## src/rtl/mips_ctrl_pkg.sv

```systemverilog
// Shared types and encodings for the MIPS32 multicycle controller: FSM states,
// opcode/func constants, ALU operation codes and datapath mux select codes.
package mips_ctrl_pkg;

  typedef enum logic [3:0] {
    S_FETCH    = 4'd0,
    S_DECODE   = 4'd1,
    S_MEM_ADDR = 4'd2,
    S_MEM_RD   = 4'd3,
    S_MEM_WB   = 4'd4,
    S_MEM_WR   = 4'd5,
    S_EXEC_R   = 4'd6,
    S_EXEC_I   = 4'd7,
    S_ALU_WB   = 4'd8,
    S_BRANCH   = 4'd9,
    S_JUMP     = 4'd10,
    S_JR       = 4'd11
  } state_t;

  localparam logic [5:0] OP_RTYPE = 6'b000000;
  localparam logic [5:0] OP_LW    = 6'b100011;
  localparam logic [5:0] OP_SW    = 6'b101011;
  localparam logic [5:0] OP_BEQ   = 6'b000100;
  localparam logic [5:0] OP_BNE   = 6'b000101;
  localparam logic [5:0] OP_ADDI  = 6'b001000;
  localparam logic [5:0] OP_ANDI  = 6'b001100;
  localparam logic [5:0] OP_SLTI  = 6'b001010;
  localparam logic [5:0] OP_J     = 6'b000010;
  localparam logic [5:0] OP_JAL   = 6'b000011;
  localparam logic [5:0] FN_JR    = 6'b001000;

  localparam logic [2:0] ALU_ADD  = 3'b000;
  localparam logic [2:0] ALU_SUB  = 3'b001;
  localparam logic [2:0] ALU_FUNC = 3'b010;
  localparam logic [2:0] ALU_AND  = 3'b011;
  localparam logic [2:0] ALU_SLT  = 3'b100;

  localparam logic [1:0] REGDST_RT = 2'b00;
  localparam logic [1:0] REGDST_RD = 2'b01;
  localparam logic [1:0] REGDST_RA = 2'b10;

  localparam logic [1:0] M2R_ALU = 2'b00;
  localparam logic [1:0] M2R_MDR = 2'b01;
  localparam logic [1:0] M2R_PC  = 2'b10;

  localparam logic [1:0] SRCB_B    = 2'b00;
  localparam logic [1:0] SRCB_4    = 2'b01;
  localparam logic [1:0] SRCB_IMM  = 2'b10;
  localparam logic [1:0] SRCB_BOFF = 2'b11;

  localparam logic [1:0] PCSRC_ALU    = 2'b00;
  localparam logic [1:0] PCSRC_ALUOUT = 2'b01;
  localparam logic [1:0] PCSRC_JUMP   = 2'b10;
  localparam logic [1:0] PCSRC_RS     = 2'b11;

endpackage

```

## src/rtl/mips_perf_cnt.sv

```systemverilog
// Retired-instruction and memory-stall counters for the multicycle controller.
// Both clear on rst and wrap naturally at 2^CNT_W.
module mips_perf_cnt #(
  parameter int CNT_W = 32
) (
  input  logic             clk,
  input  logic             rst,
  input  logic             instr_done,
  input  logic             stall,
  output logic [CNT_W-1:0] instr_cnt,
  output logic [CNT_W-1:0] stall_cnt
);

  logic [CNT_W-1:0] instr_cnt_q, instr_cnt_d;
  logic [CNT_W-1:0] stall_cnt_q, stall_cnt_d;

  always_comb begin
    instr_cnt_d = instr_cnt_q + (instr_done ? CNT_W'(1) : CNT_W'(0));
    stall_cnt_d = stall_cnt_q + (stall ? CNT_W'(1) : CNT_W'(0));
  end

  always_ff @(posedge clk) begin
    if (rst) begin
      instr_cnt_q <= '0;
      stall_cnt_q <= '0;
    end else begin
      instr_cnt_q <= instr_cnt_d;
      stall_cnt_q <= stall_cnt_d;
    end
  end

  assign instr_cnt = instr_cnt_q;
  assign stall_cnt = stall_cnt_q;

endmodule

```

## src/rtl/mips_multicycle_ctrl.sv

```systemverilog
// Multicycle MIPS32 control FSM (Moore, with pc_en/ir_write gated by mem_ready/zero).
// Define PERF_CNT_EN to add the instr_cnt/stall_cnt performance counter outputs.
module mips_multicycle_ctrl
  import mips_ctrl_pkg::*;
#(
  parameter int CNT_W = 32
) (
  input  logic       clk,
  input  logic       rst,
  input  logic [5:0] opcode,
  input  logic [5:0] func,
  input  logic       zero,
  input  logic       mem_ready,
  output logic       pc_en,
  output logic       i_or_d,
  output logic       mem_read,
  output logic       mem_write,
  output logic       ir_write,
  output logic       reg_write,
  output logic [1:0] reg_dst,
  output logic [1:0] mem_to_reg,
  output logic       alu_src_a,
  output logic [1:0] alu_src_b,
  output logic [2:0] alu_op,
  output logic [1:0] pc_src,
  output logic       illegal_op
`ifdef PERF_CNT_EN
  ,
  output logic [CNT_W-1:0] instr_cnt,
  output logic [CNT_W-1:0] stall_cnt
`endif
);

  if (CNT_W < 1) begin : g_bad_cnt_w
    $error("CNT_W must be at least 1");
  end

  state_t state_q, state_d;
  logic   is_rtype_q, is_rtype_d;
  logic   is_bne_q, is_bne_d;
  logic   is_jal_q, is_jal_d;

  always_ff @(posedge clk) begin
    if (rst) begin
      state_q    <= S_FETCH;
      is_rtype_q <= 1'b0;
      is_bne_q   <= 1'b0;
      is_jal_q   <= 1'b0;
    end else begin
      state_q    <= state_d;
      is_rtype_q <= is_rtype_d;
      is_bne_q   <= is_bne_d;
      is_jal_q   <= is_jal_d;
    end
  end

  // Everything defaults to 0 so that rst forces strobes off and selects to 0.
  always_comb begin
    state_d    = state_q;
    is_rtype_d = is_rtype_q;
    is_bne_d   = is_bne_q;
    is_jal_d   = is_jal_q;
    pc_en      = 1'b0;
    i_or_d     = 1'b0;
    mem_read   = 1'b0;
    mem_write  = 1'b0;
    ir_write   = 1'b0;
    reg_write  = 1'b0;
    reg_dst    = REGDST_RT;
    mem_to_reg = M2R_ALU;
    alu_src_a  = 1'b0;
    alu_src_b  = SRCB_B;
    alu_op     = ALU_ADD;
    pc_src     = PCSRC_ALU;
    illegal_op = 1'b0;

    if (!rst) begin
      unique case (state_q)
        S_FETCH: begin
          mem_read  = 1'b1;
          alu_src_b = SRCB_4;
          ir_write  = mem_ready;
          pc_en     = mem_ready;
          if (mem_ready) state_d = S_DECODE;
        end
        S_DECODE: begin
          alu_src_b  = SRCB_BOFF;
          is_rtype_d = (opcode == OP_RTYPE);
          is_bne_d   = (opcode == OP_BNE);
          is_jal_d   = (opcode == OP_JAL);
          case (opcode)
            OP_LW, OP_SW:              state_d = S_MEM_ADDR;
            OP_RTYPE:                  state_d = (func == FN_JR) ? S_JR : S_EXEC_R;
            OP_ADDI, OP_ANDI, OP_SLTI: state_d = S_EXEC_I;
            OP_BEQ, OP_BNE:            state_d = S_BRANCH;
            OP_J, OP_JAL:              state_d = S_JUMP;
            default: begin
              illegal_op = 1'b1;
              state_d    = S_FETCH;
            end
          endcase
        end
        S_MEM_ADDR: begin
          alu_src_a = 1'b1;
          alu_src_b = SRCB_IMM;
          state_d   = (opcode == OP_SW) ? S_MEM_WR : S_MEM_RD;
        end
        S_MEM_RD: begin
          i_or_d   = 1'b1;
          mem_read = 1'b1;
          if (mem_ready) state_d = S_MEM_WB;
        end
        S_MEM_WR: begin
          i_or_d    = 1'b1;
          mem_write = 1'b1;
          if (mem_ready) state_d = S_FETCH;
        end
        S_MEM_WB: begin
          reg_write  = 1'b1;
          mem_to_reg = M2R_MDR;
          state_d    = S_FETCH;
        end
        S_EXEC_R: begin
          alu_src_a = 1'b1;
          alu_op    = ALU_FUNC;
          state_d   = S_ALU_WB;
        end
        S_EXEC_I: begin
          alu_src_a = 1'b1;
          alu_src_b = SRCB_IMM;
          case (opcode)
            OP_ANDI: alu_op = ALU_AND;
            OP_SLTI: alu_op = ALU_SLT;
            default: alu_op = ALU_ADD;
          endcase
          state_d = S_ALU_WB;
        end
        S_ALU_WB: begin
          reg_write = 1'b1;
          reg_dst   = is_rtype_q ? REGDST_RD : REGDST_RT;
          state_d   = S_FETCH;
        end
        S_BRANCH: begin
          alu_src_a = 1'b1;
          alu_op    = ALU_SUB;
          pc_src    = PCSRC_ALUOUT;
          pc_en     = zero ^ is_bne_q;
          state_d   = S_FETCH;
        end
        S_JUMP: begin
          pc_src = PCSRC_JUMP;
          pc_en  = 1'b1;
          if (is_jal_q) begin
            reg_write  = 1'b1;
            reg_dst    = REGDST_RA;
            mem_to_reg = M2R_PC;
          end
          state_d = S_FETCH;
        end
        S_JR: begin
          pc_src  = PCSRC_RS;
          pc_en   = 1'b1;
          state_d = S_FETCH;
        end
        default: state_d = S_FETCH;
      endcase
    end
  end

`ifdef PERF_CNT_EN
  logic instr_done, stall;

  // Illegal ops return to FETCH straight from DECODE and are not retired.
  assign instr_done = !rst && (state_q != S_FETCH) && (state_d == S_FETCH) && !illegal_op;
  assign stall      = !rst && !mem_ready &&
                      ((state_q == S_FETCH) || (state_q == S_MEM_RD) || (state_q == S_MEM_WR));

  mips_perf_cnt #(.CNT_W(CNT_W)) u_perf_cnt (
    .clk        (clk),
    .rst        (rst),
    .instr_done (instr_done),
    .stall      (stall),
    .instr_cnt  (instr_cnt),
    .stall_cnt  (stall_cnt)
  );
`endif

endmodule

```

## config.mk

```make
export PLATFORM = sky130hd
export DESIGN_NAME = mips_multicycle_ctrl
export DESIGN_NICKNAME = d
export VERILOG_FILES = /design/src/rtl/mips_ctrl_pkg.sv /design/src/rtl/mips_perf_cnt.sv /design/src/rtl/mips_multicycle_ctrl.sv
export SDC_FILE = /design/constraint.sdc
export NUM_CORES = 1
export LEC_CHECK = 0
export ABC_AREA = 1
export BUFFER_PORTS_ARGS = -buffer_cell sky130_fd_sc_hd__buf_2
export CORE_ASPECT_RATIO = 1.1
export CORE_MARGIN = 2
export CORE_UTILIZATION = 48
export CTS_CLUSTER_SIZE = 8
export DETAILED_ROUTE_END_ITERATION = 7
export PLACE_DENSITY = 0.93
export SETUP_SLACK_MARGIN = 0.3
export SYNTH_ARGS = -nofsm -noshare
export SYNTH_HDL_FRONTEND = slang
export SYNTH_HIERARCHICAL = 1
export SYNTH_SLANG_ARGS = --single-unit
```

## constraint.sdc

```tcl
create_clock -name clk -period 2.25 [get_ports clk]
set_input_delay 0.5625 -clock clk [delete_from_list [all_inputs] [get_ports clk]]
set_output_delay 0.5625 -clock clk [all_outputs]
set_load 0.02 [all_outputs]
```

==> results of run 1 <==
[through the flow]
stage                     utilization (%)  std cells  instance area, sq um  hold slack [ns]
after floorplan                         -        135                   733            0.464
after global placement               66.2        183                   916            0.501
after detailed placement             66.2        183                   916            0.509
after CTS                            80.6        198                  1110            0.526
[timing repair]
item	CTS
resized for setup	30
hold buffers	0
endpoints found under the setup margin	11
buffers inserted	11
pin swaps	9
[cell families after synthesis]
group                     count (synthesis)  share of synthesized area (%)
DFF                                       7                           19.4
and+or+nand+nor                          77                           47.4
xor gates and xnor gates                  1                           1.22
buffers and inverters                    30                           15.6
AOI/OAI and AO/OA                        20                           16.3
[layer usage]
metal  overflow  track usage (%)
met1          0             69.8
met2         15             90.0
met3          0             57.3
met4         16             88.7
met5          0                0
==> reports/results.txt, run 1 <==
Die Width: 40.9 um
CTS root buf: clkbuf_4
FP Rows: 14
Synth top cells by count: nand2_1 (29), inv_1 (21), nor2_1 (20)
Outcome: stopped before the end
Port-buffer cells: 34
Syn_nets: 151
Synth area leader: dfxtp_1
Total CTS buffers: 3
Max Buffers Root-to-Sink: 2
Largest cells by area after synthesis: dfxtp_1 (19%), nand2_1 (15%), nand3_1 (11%)
Yosys cell types: 22
Most common cell in the netlist: nand2_1
Post-synth EDFFs: 0
Primary FF master, synth: dfxtp_1
Die height: 44.6 um
Post-Synthesis Cells: 135
Initial Utilization: 52.1%
Syn_area_per_cell: 5.34 sq um
Total track usage: 74.6%
Ys async rst share: 0%
Synth top area share: 19.4%
Htree depth: 1
Run Error: [ERROR GRT-0232] Routing congestion too high. Check the congestion heatmap in the GUI.
GPL Wtd Cong: 0.910
Pre-CTS WS: 0.119 ns
Mapped Area: 721 sq um
Post-DP HPWL: 1590 um
Seq/Total Area, Yosys: 19.4%
Total grt overflow: 31
Largest net degree at the start of global routing: 23
# IOs: 35
Stop stage: 5_1_grt
Synthesis-stage register bit count: 7
Yosys warns: 6
Worst EP kind: primary output
Worst_ep grt: illegal_op
Total clock sinks: 7
==> inputs of run 2 (changes only) <==
Settings changed: CORE_AREA from default to 2 2 63 65, CORE_ASPECT_RATIO 1.1 to default, CORE_MARGIN 2 to default, CORE_UTILIZATION 48 to default, CTS_CLUSTER_SIZE 8 to default, DIE_AREA from default to 0 0 65 67, PLACE_DENSITY 0.93 to default, PLACE_DENSITY_LB_ADDON from default to 0.15, SETUP_SLACK_MARGIN 0.3 to default.
==> run 2 against run 1 <==
  * The run now ends clean
  * Area after synthesis stayed put
  * Synthesized cell count unchanged
==> reports/results.txt, run 2 <==
Outcome: finished clean
Dpl cell area: 951 sq um
Final ANT Viol Nets: 0
CTS tree: yes
CP Capture Type: output port
Primary FF master, synth: dfxtp_1
Port-buffer cells: 34
Htree depth: 1
Sw Pwr: 0.151 mW
Synth area leader: dfxtp_1
Filler Cells Inserted: 425
Peak Freq: 0.470 GHz
Worst-path clk slew: 0.04 ns
Clock Skew: 0.00292 ns
Commonest non-fill, non-tap cells in the layout: buf_2 (34), nand2_1 (29), inv_1 (21)
# nets final: 189
Syn_area_per_cell: 5.34 sq um
Slew @ Worst Pin: 0.322 ns
Mapped Area: 721 sq um
Max Buffers Root-to-Sink: 2
DRT Pass-1 Iters: 3
Sequential share of power: 32.1%
Die Area: 0.00436 sq mm
Antenna Cells: 0
Power per cell area: 450 mW/mm^2
Synth top area share: 19.4%
First-pass GRT wire length: 3560 um
Post-cts resize count: 0
GPL Wtd Cong: 0.815
Final Hold Fails: 0
Initial Utilization: 20.0%
Number of vias per cell: 4.21
Buf/Inv on CP: 4
Most common cell after layout, fill and taps aside: buf_2
VDD IR-drop max: 0.000148 V
Die height: 67 um
WL per Instance: 9.82 um
Top cell family by delay on the critical path: simple AND/OR/NAND/NOR gates
Combinational power share: 29.6%
Post-route cell area: 0.00100 sq mm
CP max FO: 4
DP Cell Count: 216
Int Pwr: 0.301 mW
Period utilisation layout: 94.5%
Post-Synthesis Cells: 135
Worst path required time: 1.69 ns
Synth top cells by count: nand2_1 (29), inv_1 (21), nor2_1 (20)
Crit path DAT: 1.56 ns
Yosys warns: 6
Final setup violating endpoints: 0
CORE AREA: 0.00361 sq mm
# IOs: 35
Fin crit period: 2.13 ns
Iteration-0 DRC Markers: 18
Slowest stage delay, CP: 0.22 ns
Largest cells by area after synthesis: dfxtp_1 (19%), nand2_1 (15%), nand3_1 (11%)
Post-synth EDFFs: 0
Synthesis-stage register bit count: 7
Drt total wl: 2160 um
Slowest-stage cell, CP: buf_2
Initial antenna violation count: 0
Setup TNS: 0 ns
Total track usage: 10.5%
RSZ-0062 raised after global routing: false
FP Rows: 22
Post-DP HPWL: 1840 um
Total grt overflow: 0
Crit Path Class: in2out
Clk network pwr share: 38.3%
Die Width: 65 um
Most common cell in the netlist: nand2_1
Largest net degree at the start of global routing: 15
Seq/Total Area, Yosys: 19.4%
Crit path cell chain: buf_2 > inv_1 > nor2_2 > nand3_1 > nand2_1 > inv_1 > nand4_1 > nor4_2 > buf_2
Yosys cell types: 22
Vias in the first global route: 835
CP Launch Type: primary input
Pwr Total: 0.452 mW
Syn_nets: 151
Vias: 926
Final max-slew violation count: 0
Worst-Skew Late Latency: 0.22 ns
Hold WC Path Type: reg2reg
Hold_buf cts: 0
Post-CTS setup buffer count: 0
Top reg by flops: state_q
Sw Share: 33.3%
Static Leak: 0.583 nW
Max FFs per register: 4
Total clock sinks: 7
Slew HR: 78.5%
Area growth syn-to-layout: 39.2%
Share of layout cells above drive strength 1: 32.0%
# DRC: 0
Max cap viols: 0
Ys async rst share: 0%
Total CTS buffers: 3
Number of non-filler instances in the completed layout: 220
CTS root buf: clkbuf_8
## run 2: final timing paths
path                           start                       to  slack [ns]  cells after the start
min            is_jal_q$_SDFFE_PP0P_    is_jal_q$_SDFFE_PP0P_        0.53                      2
min reg2reg    is_jal_q$_SDFFE_PP0P_    is_jal_q$_SDFFE_PP0P_        0.53                      2
max                        opcode[3]               illegal_op        0.12                      9
max reg2reg  state_q[0]$_SDFFE_PP0P_  state_q[2]$_SDFFE_PP0P_        0.92                      8
## run 2: stage by stage
stage,utilization [%],hold WS (ns),setup WS [ns]
detailed placement,26.4,0.513,0.0684
global route,27.8,0.567,0.00588
finish,27.8,0.527,0.124
global placement,26.4,0.516,0.178
CTS,27.7,0.530,0.0578
floorplan,-,0.464,0.116
## run 2: layout make-up
cell class / instances / area [sq um] / area share, %
Timing Repair Buffer: 35 / 178 / 17.7
Clock inverter: 1 / 5.00 / 0.499
Tap cell: 48 / 60.1 / 5.99
Sequential cell: 7 / 140 / 14.0
Multi-Input combinational cell: 98 / 474 / 47.3
Clock buffer: 3 / 41.3 / 4.11
Inverter: 28 / 105 / 10.5
## run 2: kinds of logic (layout without fill, tap and decap cells)
family,after synthesis,count (layout),share of synthesized area [%]
simple gates,77,77,47.4
flops,7,7,19.4
compound gates,20,20,16.3
xor+xnor,1,1,1.22
buf+inv,30,67,15.6
## run 2: power by group through the flow
stage               Clock (mW)  Combinational, mW  Sequential, mW
floorplan                    0             0.0887           0.144
global placement             0              0.134           0.147
detailed placement           0              0.133           0.147
CTS                      0.179              0.134           0.145
global route             0.186              0.151           0.146
finish                   0.173              0.134           0.145
## run 2: tightest hold or removal path, stage by stage, from the launching register on
cell      delay, ns
dfxtp_1        0.35
o211ai_1       0.10
inv_1          0.05
## run 2: layer usage
metal / vias up / track usage [%] / wire (um)
met5: - / 0 / 0
met1: 402 / 12.3 / 1020
met3: 0 / 1.18 / 95
met2: 22 / 19.3 / 1040
li1: 502 / - / -
met4: 0 / 3.99 / 0
(Power assumes the default switching activity.)
==> inputs of run 3 (changes only) <==
Clock period 2.25 ns to 2.4 ns, I/O delays scaled along.
==> run 3 against run 2 <==
  * Die area is the same
  * Clock skew shrank 0.0024 ns
  * Clock power shrank 6%
  * Cell count shrank 0.45%
  * Hold slack lost 0.0022 ns
  * Global-route usage grew 0.15 points
  * First-iteration DRC count grew to 3.2 times the previous value
==> reports/results.txt, run 3 (synthesis results as in run 2) <==
Die Width: 65 um
Slowest-stage cell, CP: nor4_1
Top cell family by delay on the critical path: simple AND/OR/NAND/NOR gates
DRT Pass-1 Iters: 4
Final Hold Fails: 0
Min Hold Slack: 0.525 ns
Initial antenna violation count: 0
Slowest stage delay, CP: 0.23 ns
Max Buffers Root-to-Sink: 2
Crit path cell chain: buf_2 > inv_1 > nor2_1 > nand3_1 > nand2_1 > inv_1 > nand4_1 > nor4_1 > buf_2
Slew HR: 75.1%
Final max-slew violation count: 0
CTS tree: yes
Post-route cell area: 988 sq um
Total clock sinks: 7
Final ANT Viol Nets: 0
Die Area: 0.00436 sq mm
CTS root buf: clkbuf_8
Commonest non-fill, non-tap cells in the layout: buf_2 (34), nand2_1 (29), inv_1 (21)
Max cap viols: 0
Pwr Total: 0.420 mW
CP Capture Type: output port
Clock Skew: 0.000512 ns
Buf/Inv on CP: 4
# DRC: 0
Post-DP HPWL: 1850 um
Area growth syn-to-layout: 37.2%
CP Launch Type: primary input
Core Util, Final: 27.4%
GPL Wtd Cong: 0.798
Htree depth: 1
Max FFs per register: 4
Final setup violating endpoints: 0
Pre-CTS WS: 0.183 ns
Slew @ Worst Pin: 0.374 ns
Fin crit period: 2.23 ns
Period utilisation layout: 92.8%
Drt total wl: 2150 um
CP max FO: 5
Hold WC Path Type: reg2reg
Most common cell after layout, fill and taps aside: buf_2
DP Cell Count: 215
Setup TNS: 0 ns
CORE AREA: 0.00361 sq mm
Vias in the first global route: 840
# IOs: 35
Worst-path clk slew: 0.04 ns
Worst-Skew Late Latency: 0.22 ns
Final WS setup: 0.172 ns
Antenna Cells: 0
Power per cell area: 425 mW/mm^2
Die height: 67 um
WL per Instance: 9.83 um
Number of vias per cell: 4.20
Number of non-filler instances in the completed layout: 219
Static Leak: 0.575 nW
RSZ-0062 raised after global routing: false
Iteration-0 DRC Markers: 57
Total track usage: 10.6%
# nets final: 188
Hold_buf cts: 0
Worst path required time: 1.80 ns
Top reg by flops: state_q
Port-buffer cells: 34
FP Rows: 22
VDD IR-drop max: 0.000194 V
Dpl cell area: 943 sq um
Total CTS buffers: 3
Crit Path Class: in2out
Vias: 920
Share of layout cells above drive strength 1: 30.4%
Peak Freq: 0.449 GHz
Total grt overflow: 0
First-pass GRT wire length: 3640 um
Initial Utilization: 20.0%
Post-cts resize count: 0
Largest net degree at the start of global routing: 23
Crit path DAT: 1.63 ns
Outcome: finished clean
Post-CTS setup buffer count: 0
-- run 3: where the power goes --
part | switching [mW] | total (mW) | internal [mW]
clock network | 0.0473 | 0.162 | 0.115
logic | 0.0801 | 0.122 | 0.0424
registers | 0.00929 | 0.136 | 0.126
-- run 3: final timing paths --
path                                         startpoint                      end  slack [ns]  depth (start not counted)
worst max-delay path                          opcode[1]               illegal_op        0.17                          9
worst min-delay path              is_jal_q$_SDFFE_PP0P_    is_jal_q$_SDFFE_PP0P_        0.53                          2
worst max register to register  state_q[0]$_SDFFE_PP0P_  state_q[2]$_SDFFE_PP0P_        1.10                          8
worst min register to register    is_jal_q$_SDFFE_PP0P_    is_jal_q$_SDFFE_PP0P_        0.53                          2
-- run 3: routing by layer --
layer / GRT usage, % / share of wire, %
met5: 0 / 0
met4: 1.60 / 0
met3: 2.36 / 6.3
met2: 19.1 / 46
met1: 13.1 / 47
-- run 3: cell type report --
type,count,area [sq um]
Clock buffer,4,45.0
Timing Repair Buffer,34,170
Inverter,28,105
Tap cell,48,60.1
Sequential cell,7,140
Multi-Input combinational cell,98,468
Fill cell,421,2620
-- run 3: worst min-delay path, cell delays in order, from the launching register on --
cell and delay, ns:
dfxtp_1 0.34, o211ai_1 0.11, inv_1 0.05
==> inputs of run 4 (changes only) <==
Settings changed: PLACE_DENSITY_LB_ADDON 0.15 to 0.08.
==> run 4 against run 3 <==
  * Total power up 0.47%
  * Sequential power is essentially flat
  * Sequential share of layout area down 0.11 points
  * Clock skew is 0.00091 ns higher
  * Critical endpoint unchanged
  * Largest power group unchanged
==> reports/results.txt, run 4 (synthesis results as in run 2) <==
Core Util, Final: 27.6%
CORE AREA: 0.00361 sq mm
Clock Skew: 0.00143 ns
# IOs: 35
Total clock sinks: 7
# DRC: 0
Htree depth: 1
First-pass GRT wire length: 3610 um
Slowest-stage cell, CP: buf_2
Vias: 920
Peak Freq: 0.457 GHz
Crit path cell chain: buf_2 > inv_1 > nor2_1 > nand3_1 > nand2_1 > inv_1 > nand4_1 > nor4_1 > buf_2
Post-cts resize count: 0
Die Area: 0.00436 sq mm
Post-CTS setup buffer count: 0
Final ANT Viol Nets: 0
Outcome: finished clean
Setup TNS: 0 ns
Vias in the first global route: 815
Max FFs per register: 4
CTS root buf: clkbuf_8
FF-to-FF path depth: 8
Antenna Cells: 0
Period utilisation layout: 91.1%
Top cell family by delay on the critical path: simple AND/OR/NAND/NOR gates
Hold WC Path Type: reg2reg
CP max FO: 5
Port-buffer cells: 34
Final setup violating endpoints: 0
CP Launch Type: primary input
Crit path DAT: 1.59 ns
Slew @ Worst Pin: 0.323 ns
VDD IR-drop max: 0.000102 V
Worst path depth: 9
Reg2Reg Setup Slack: 1.11 ns
Number of vias per cell: 4.18
Worst reg2reg path endpoint: state_q[2]$_SDFFE_PP0P_
Dpl cell area: 951 sq um
Initial Utilization: 20.0%
Worst-Skew Late Latency: 0.22 ns
Buf/Inv on CP: 4
WL per Instance: 9.98 um
GPL Wtd Cong: 0.772
Final Hold Fails: 0
Iteration-0 DRC Markers: 18
Total CTS buffers: 3
Final max-slew violation count: 0
Area growth syn-to-layout: 38.2%
Post-DP HPWL: 1930 um
Drt total wl: 2200 um
Die Width: 65 um
Share of layout cells above drive strength 1: 30.8%
Worst flop-to-flop path startpoint: state_q[0]$_SDFFE_PP0P_
Die height: 67 um
Commonest non-fill, non-tap cells in the layout: buf_2 (34), nand2_1 (29), inv_1 (21)
DRT Pass-1 Iters: 4
Slowest stage delay, CP: 0.22 ns
Most common cell after layout, fill and taps aside: buf_2
Crit Path Class: in2out
CTS tree: yes
Largest net degree at the start of global routing: 15
FP Rows: 22
Static Leak: 0.580 nW
Setup crit end: illegal_op
Hold_buf cts: 0
Total grt overflow: 0
Top reg by flops: state_q
Max Buffers Root-to-Sink: 2
Total track usage: 10.5%
Worst-path clk slew: 0.04 ns
RSZ-0062 raised after global routing: false
CP Launch Point: opcode[1]
Fin crit period: 2.19 ns
Power per cell area: 424 mW/mm^2
Max cap viols: 0
Initial antenna violation count: 0
Slew HR: 78.4%
CP Capture Type: output port
Worst path required time: 1.80 ns
Post-route cell area: 996 sq um
# nets final: 189
run 4: stage by stage:
step / total power, mW / worst slack [ns] / cells / hold WS (ns)
after floorplan: 0.218 / 0.191 / 135 / 0.464
after global placement: 0.264 / 0.168 / 216 / 0.510
after detailed placement: 0.264 / 0.167 / 216 / 0.521
after CTS: 0.428 / 0.165 / 220 / 0.535
after global routing: 0.456 / 0.0653 / 220 / 0.562
final: 0.422 / 0.213 / 220 / 0.530
run 4: worst min-delay path by stage:
stage                                from               endpoint  slack [ns]  cells past startpoint
floorplan           is_jal_q$_SDFFE_PP0P_  is_jal_q$_SDFFE_PP0P_        0.46                      2
global placement    is_bne_q$_SDFFE_PP0P_  is_bne_q$_SDFFE_PP0P_        0.51                      2
detailed placement  is_jal_q$_SDFFE_PP0P_  is_jal_q$_SDFFE_PP0P_        0.52                      2
CTS                 is_jal_q$_SDFFE_PP0P_  is_jal_q$_SDFFE_PP0P_        0.54                      2
global route        is_jal_q$_SDFFE_PP0P_  is_jal_q$_SDFFE_PP0P_        0.56                      2
finish              is_jal_q$_SDFFE_PP0P_  is_jal_q$_SDFFE_PP0P_        0.53                      2
run 4: worst reg2reg max path: stages (launching register included):
cell	delay, ns
dfxtp_1	0.44
inv_2	0.09
nor2_4	0.13
nand2_2	0.13
inv_2	0.15
nand2_1	0.07
nand2_1	0.06
nand2_1	0.06
a21oi_2	0.12
run 4: power by group:
part / switching (mW) / internal (mW) / leakage [nW]
combinational: 0.0808 / 0.0435 / 0.500
sequential: 0.00962 / 0.126 / 0.0572
clock: 0.0471 / 0.115 / 0.0228
total: 0.138 / 0.284 / 0.580
run 4: routing by layer:
metal  up-vias  share of wire, %  routed length [um]  GRT usage, %
met5         -                 0                   0             0
met4         0              0.36                   8          3.19
met3         2               4.6                 101          1.18
met2        25                49                1070          18.8
met1       392                46                1010          13.0
li1        501                 -                   -             -
run 4: final cells by class:
class,instances,area [sq um]
fillers,458,2610
multi-input cells,98,468
repair buffers,35,178
flip-flops and latches,7,140
inverters,28,105
well taps,48,60.1
clock buffers,4,45.0
